<file path="src/rtl/alu_pkg.sv">
// Shared encodings for the operand loader and the 4-bit ALU datapath.
// Latency: n/a (constants and types only).
// Backpressure: n/a.
// Phase codes double as the loader FSM state encoding, so the display stage reads the state directly.
package alu_pkg;

  localparam logic [2:0] PH_LOAD_A = 3'd0;
  localparam logic [2:0] PH_LOAD_B = 3'd1;
  localparam logic [2:0] PH_START  = 3'd2;
  localparam logic [2:0] PH_WAIT   = 3'd3;
  localparam logic [2:0] PH_SHOW   = 3'd4;

  typedef enum logic [2:0] {
    S_LOAD_A = PH_LOAD_A,
    S_LOAD_B = PH_LOAD_B,
    S_START  = PH_START,
    S_WAIT   = PH_WAIT,
    S_SHOW   = PH_SHOW
  } state_t;

  // Operation select codes driven on Select
  localparam logic [1:0] SEL_SUM = 2'b00;
  localparam logic [1:0] SEL_SUB = 2'b01;
  localparam logic [1:0] SEL_MUL = 2'b10;
  localparam logic [1:0] SEL_AND = 2'b11;

endpackage

</file>
<file path="src/rtl/btn_debounce.sv">
// Push-button conditioner: 2-flop synchroniser, optional debounce filter, rising-edge press pulse.
// Latency: press asserts 2 cycles after btn rises (plus DB_CYCLES filter delay with DEBOUNCE_EN).
// Backpressure: none; a held button produces exactly one press pulse.
// Build option: DEBOUNCE_EN enables the DB_CYCLES stability filter; otherwise the synchronised level is used.
// Ports: clk, rst (sync, active-high), btn (async raw button), press (1-cycle pulse).
module btn_debounce #(
  parameter int DB_CYCLES = 250000
) (
  input  logic clk,
  input  logic rst,
  input  logic btn,
  output logic press
);

  // DB_CYCLES of 0 would make the filter meaningless in either build
  if (DB_CYCLES < 1) begin : g_db_range
    $error("btn_debounce: DB_CYCLES must be >= 1");
  end

  logic sync_1;
  logic sync_2;
  logic level;
  logic level_q;

  always_ff @(posedge clk) begin
    if (rst) begin
      sync_1 <= 1'b0;
      sync_2 <= 1'b0;
    end else begin
      sync_1 <= btn;
      sync_2 <= sync_1;
    end
  end

`ifdef DEBOUNCE_EN
  localparam int CW = (DB_CYCLES > 1) ? $clog2(DB_CYCLES) : 1;
  localparam logic [CW-1:0] CNT_LAST = CW'(DB_CYCLES - 1);

  logic [CW-1:0] db_cnt;
  logic          db_level;

  // Counts consecutive cycles where the synchronised input disagrees with
  // the accepted level; any agreeing cycle restarts the count.
  always_ff @(posedge clk) begin
    if (rst) begin
      db_cnt   <= '0;
      db_level <= 1'b0;
    end else if (sync_2 == db_level) begin
      db_cnt <= '0;
    end else if (db_cnt == CNT_LAST) begin
      db_level <= sync_2;
      db_cnt   <= '0;
    end else begin
      db_cnt <= db_cnt + 1'b1;
    end
  end

  assign level = db_level;
`else
  assign level = sync_2;
`endif

  always_ff @(posedge clk) begin
    if (rst) begin
      level_q <= 1'b0;
    end else begin
      level_q <= level;
    end
  end

  assign press = level & ~level_q;

endmodule

</file>
<file path="src/rtl/operand_loader.sv">
// Sequencer: loads A then B from one switch bank by button presses, starts the ALU, captures its result.
// Latency: Start is high the cycle after the B press is seen; result captured on the first Alu_done cycle.
// Backpressure: presses arriving in S_START/S_WAIT are dropped; Alu_done outside S_WAIT is ignored.
// Build option: DEBOUNCE_EN (passed to btn_debounce) enables the button stability filter.
// Ports: Clk, Rst (sync, active-high); Sw, Sel_sw, Btn (async user inputs);
//        Alu_done/Alu_sal/Alu_cout from the ALU; A/B/Select/Start to the ALU;
//        Busy, Result, Result_cout, Result_valid, Timeout, Phase to the display stage.
module operand_loader
  import alu_pkg::*;
#(
  parameter int W         = 4,
  parameter int DB_CYCLES = 250000,
  parameter int TIMEOUT   = 64
) (
  input  logic           Clk,
  input  logic           Rst,
  input  logic [W-1:0]   Sw,
  input  logic [1:0]     Sel_sw,
  input  logic           Btn,
  input  logic           Alu_done,
  input  logic [2*W-1:0] Alu_sal,
  input  logic           Alu_cout,
  output logic [W-1:0]   A,
  output logic [W-1:0]   B,
  output logic [1:0]     Select,
  output logic           Start,
  output logic           Busy,
  output logic [2*W-1:0] Result,
  output logic           Result_cout,
  output logic           Result_valid,
  output logic           Timeout,
  output logic [2:0]     Phase
);

  localparam int TW = (TIMEOUT > 1) ? $clog2(TIMEOUT) : 1;
  localparam logic [TW-1:0] T_LAST = TW'(TIMEOUT - 1);

  state_t        state;
  state_t        state_n;
  logic          press;
  logic [TW-1:0] wait_cnt;
  logic          wait_expired;

  btn_debounce #(
    .DB_CYCLES (DB_CYCLES)
  ) u_btn (
    .clk   (Clk),
    .rst   (Rst),
    .btn   (Btn),
    .press (press)
  );

  assign wait_expired = (wait_cnt == T_LAST);

  always_ff @(posedge Clk) begin
    if (Rst) begin
      state <= S_LOAD_A;
    end else begin
      state <= state_n;
    end
  end

  always_comb begin
    state_n = state;
    case (state)
      S_LOAD_A: if (press) state_n = S_LOAD_B;
      S_LOAD_B: if (press) state_n = S_START;
      S_START:  state_n = S_WAIT;
      S_WAIT:   if (Alu_done || wait_expired) state_n = S_SHOW;
      S_SHOW:   if (press) state_n = S_LOAD_A;
      default:  state_n = S_LOAD_A;
    endcase
  end

  // Start/Busy are registered from the next state so they line up exactly
  // with the cycles the FSM spends in S_START / S_WAIT.
  // Switches are assumed static while the button is pressed, so they are
  // latched without their own synchroniser.
  always_ff @(posedge Clk) begin
    if (Rst) begin
      A            <= '0;
      B            <= '0;
      Select       <= '0;
      Start        <= 1'b0;
      Busy         <= 1'b0;
      Result       <= '0;
      Result_cout  <= 1'b0;
      Result_valid <= 1'b0;
      Timeout      <= 1'b0;
      wait_cnt     <= '0;
    end else begin
      Start <= (state_n == S_START);
      Busy  <= (state_n == S_START) || (state_n == S_WAIT);

      if (state == S_WAIT) begin
        wait_cnt <= wait_cnt + 1'b1;
      end else begin
        wait_cnt <= '0;
      end

      if (state == S_LOAD_A && press) begin
        A <= Sw;
      end

      if (state == S_LOAD_B && press) begin
        B      <= Sw;
        Select <= Sel_sw;
      end

      // Done is checked first so it wins over a same-cycle timeout
      if (state == S_WAIT) begin
        if (Alu_done) begin
          Result       <= Alu_sal;
          Result_cout  <= Alu_cout;
          Result_valid <= 1'b1;
        end else if (wait_expired) begin
          Timeout <= 1'b1;
        end
      end

      // Result/Result_cout keep their last values for the display stage
      if (state == S_SHOW && press) begin
        Result_valid <= 1'b0;
        Timeout      <= 1'b0;
      end
    end
  end

  assign Phase = state;

endmodule

</file>
<file path="config.mk">
export PLATFORM = sky130hd
export DESIGN_NAME = operand_loader
export DESIGN_NICKNAME = d
export VERILOG_FILES = /design/src/rtl/alu_pkg.sv /design/src/rtl/btn_debounce.sv /design/src/rtl/operand_loader.sv
export SDC_FILE = /design/constraint.sdc
export NUM_CORES = 1
export LEC_CHECK = 0
export ABC_AREA = 1
export CAP_MARGIN = 10
export CORE_ASPECT_RATIO = 2
export CORE_MARGIN = 1.5
export CORE_UTILIZATION = 25
export CTS_BUF_LIST = sky130_fd_sc_hd__clkbuf_4 sky130_fd_sc_hd__clkbuf_8
export DETAILED_ROUTE_END_ITERATION = 6
export PLACE_DENSITY_LB_ADDON = 0.15
export SLEW_MARGIN = 20
export SYNTH_ARGS = -nofsm -noshare
export SYNTH_HDL_FRONTEND = slang
export SYNTH_SLANG_ARGS = --single-unit
</file>
<file path="constraint.sdc">
create_clock -name Clk -period 1.05 [get_ports Clk]
set_input_delay 0.1575 -clock Clk [delete_from_list [all_inputs] [get_ports Clk]]
set_output_delay 0.1575 -clock Clk [all_outputs]
set_load 0.02 [all_outputs]
</file>
==> run_results.csv <==
group,metric,value,unit
global_routing,grt_pass1_vias,1309,
route,wirelength,3790,µm
layout,final_cells,292,
layout,final_cell_mix,"nor2_1 (30), dfxtp_1 (28), buf_2 (24)",
layout,drive_gt1_share,47.4,%
yosys,synth_nets,187,
yosys,yosysSeqAreaShare,52.9,%
power,cell_internal_pwr,2040,µW
layout,area_delta_synth_final,70.7,%
placement,place.gp.congestion,0.720,
critical_path,arrival,1.29,ns
global_routing,grt_overflow,0,
placement,io_buffer_count,44,
power,netSwitchingPower,632,µW
timing,post-route-period-util,105,%
power,p_leak,0.000904,µW
route,ant_nets,0,
global_routing,antenna_found_initial,0,
floorplan,die-area,5770,µm²
global_routing,grt_usage,14.6,%
layout,design_area,2260,µm²
global_routing,grt_max_degree,17,
cts,cts_buffer_depth,2,
yosys,synth_top_area_share,52.9,%
timing,drv_slew,0,
yosys,synth_area_leaders,"dfxtp_1 (53%), nor2_1 (10%), nand2_1 (6.2%)",
layout,ff_latch_area,717,µm²
cts,cts_tree,"yes",
route,post_drt_wl_per_cell,13.0,µm
route,first_pass_iters,4,
route,remaining_drc_errors,0,
global_routing,grt_pass1_wl,6010,µm
critical_path,start_kind,"flop",
critical_path,critPathSlowestCell,"dfxtp_4",
power,clkPwrFrac,38.9,%
cts,clk_pin_slew,0.07,ns
timing,worst-slew-pin-transition,0.289,ns
timing,setup_viol,24,
placement,dp.cells,276,
yosys,synth-seq-cells,35,
timing,worst_slack,-0.0572,ns
layout,final_common_cell,"nor2_1",
placement,placed_area,1930,µm²
route,drtIter0Drc,10,
min_path,hp-class,"input pin to flop",
layout,multiInputGateArea,769,µm²
critical_path,worstPathCellList,"inv_4, nor2_4, nand3_4, o21ai_1, nor2_1",
power,ir_drop,0.00101,V
timing,slew_headroom,80.7,%
yosys,yosysTopAreaCell,"dfxtp_1",
timing,rsz0062_at_grt,"yes",
critical_path,critical_path_class,"flop to flop",
yosys,synth_cells,167,
power,switching_share,23.6,%
layout,num-fill-cells,514,
critical_path,critPathMaxStageDelay,0.39,ns
floorplan,num_rows,37,
critical_path,crit_buf_inv,1,
route,avgViaCountPerCell,4.51,
yosys,ys_types,21,
floorplan,io_pins,45,
critical_path,cp-end-kind,"flop",
yosys,yosys_warnings,0,
floorplan,die_h,106,µm
floorplan,start_util,25.8,%
yosys,syn_area_per_cell,7.93,µm²
power,power,2680,µW
power,p_seq_share,50.7,%
critical_path,cp_data_required_time,1.23,ns
layout,nets,253,
critical_path,crit_fanout,5,
timing,fmax,903,MHz
yosys,syn_area,1330,µm²
cts,cts_max_level,2,
timing,fin_tns_setup,-0.719,ns
layout,diodes,0,
cts,cts-root-buf,"clkbuf_8",
critical_path,cp_top_family,"simple AND/OR/NAND/NOR gates",
timing,skew,0.0104,ns
run_status,status,"finished with violations",
cts,cts.sinks,35,
power,cellPowerDensity,1180,nW/µm²
cts,clkLatencyLatePin,0.28,ns
route,num_vias,1317,
timing,hold_violations,0,
layout,fin_util,44.0,%
cts,numCtsBuffers,5,
run_status,violations,"negative setup slack",
placement,place_hpwl,2640,µm
floorplan,core_area,5140,µm²
floorplan,fp.dieW,54.5,µm
timing,fin_crit,1.11,ns
flow_run,drv_cap,0,
power,comb_power_share,10.4,%
[final timing paths]
kind                                 from                 endpoint  slack (ns)  cells past startpoint
setup / recovery      Phase[0]$_SDFF_PP0_        B[2]$_SDFFE_PP0P_       -0.06                      5
hold / removal                        Btn  u_btn.sync_1$_SDFF_PP0_        0.38                      3
setup reg to reg      Phase[0]$_SDFF_PP0_        B[2]$_SDFFE_PP0P_       -0.06                      5
hold reg to reg   u_btn.sync_1$_SDFF_PP0_   u_btn.level$_SDFF_PP0_        0.40                      2
[metrics by stage]
step | hold WS [ns] | setup WS [ns]
CTS | 0.375 | -0.0691
floorplan | 0.264 | 0.00930
detailed placement | 0.400 | -0.179
global placement | 0.393 | -0.153
global route | 0.426 | -0.123
finish | 0.383 | -0.0572
[logic make-up after synthesis]
| kind of cell | after synthesis | share of synthesized area, % |
|---|---|---|
| adders and majority gates | 1 | 0.944 |
| buffers and inverters | 21 | 7.27 |
| AOI/OAI and AO/OA | 25 | 10.0 |
| DFF | 35 | 52.9 |
| and+or+nand+nor | 85 | 28.9 |
[state kept, by name (all words and copies together) (netlist names)]
name / count
A: 4
B: 4
Busy: 1
Phase: 3
Result: 8
Result_cout: 1
Result_valid: 1
Select: 2
Start: 1
Timeout: 1
u_btn.level: 1
u_btn.level_q: 1
u_btn.sync_1: 1
wait_cnt: 6
[per-layer routing]
metal,vias up,global-route usage (%),part of all wire (%),wire [µm]
met5,-,0,0,0
met4,0,7.14,3.7,139
met3,8,3.51,5.4,204
met2,45,26.9,58,2220
met1,597,13.8,32,1230
li1,667,-,-,-
[worst min-delay path, cell delays in order]
cell             delay (ns)
clkdlybuf4s50_1        0.39
inv_1                  0.05
nor2_1                 0.03
[Yosys cell counts (all sizes together)]
cell type,instances
a21oi,13
a31oi,1
buf,5
clkbuf,1
dfxtp,35
ha,1
inv,15
nand2,24
nand3,18
nand3b,1
nor2,39
nor3b,2
o21ai,11
or2,1
[power by group through the flow]
stage	logic (µW)	registers, µW	clock network, µW
6_report	278	1360	1040
5_1_grt	302	1360	1160
4_1_cts	255	1360	1100
3_5_place_dp	234	1390	0
3_3_place_gp	232	1390	0
2_1_floorplan	69.3	1410	0
[repair_timing]
action / CTS / global route
buffers inserted: 2 / 4
setup endpoints to repair: 54 / 38
cloned: 1 / 1
resized for setup: 129 / 47
pin swaps: 10 / 25
hold buffers: 0 / 0
[area by class of cell]
type,count,share of cell area (%)
Multi-Input combinational cell,113,34.0
Sequential cell,35,31.7
Timing Repair Buffer,63,23.8
Clock buffer,7,3.98
Tap cell,58,3.21
Inverter,15,2.93
Clock inverter,1,0.387
No activity file was read; power rests on OpenSTA's default activity.
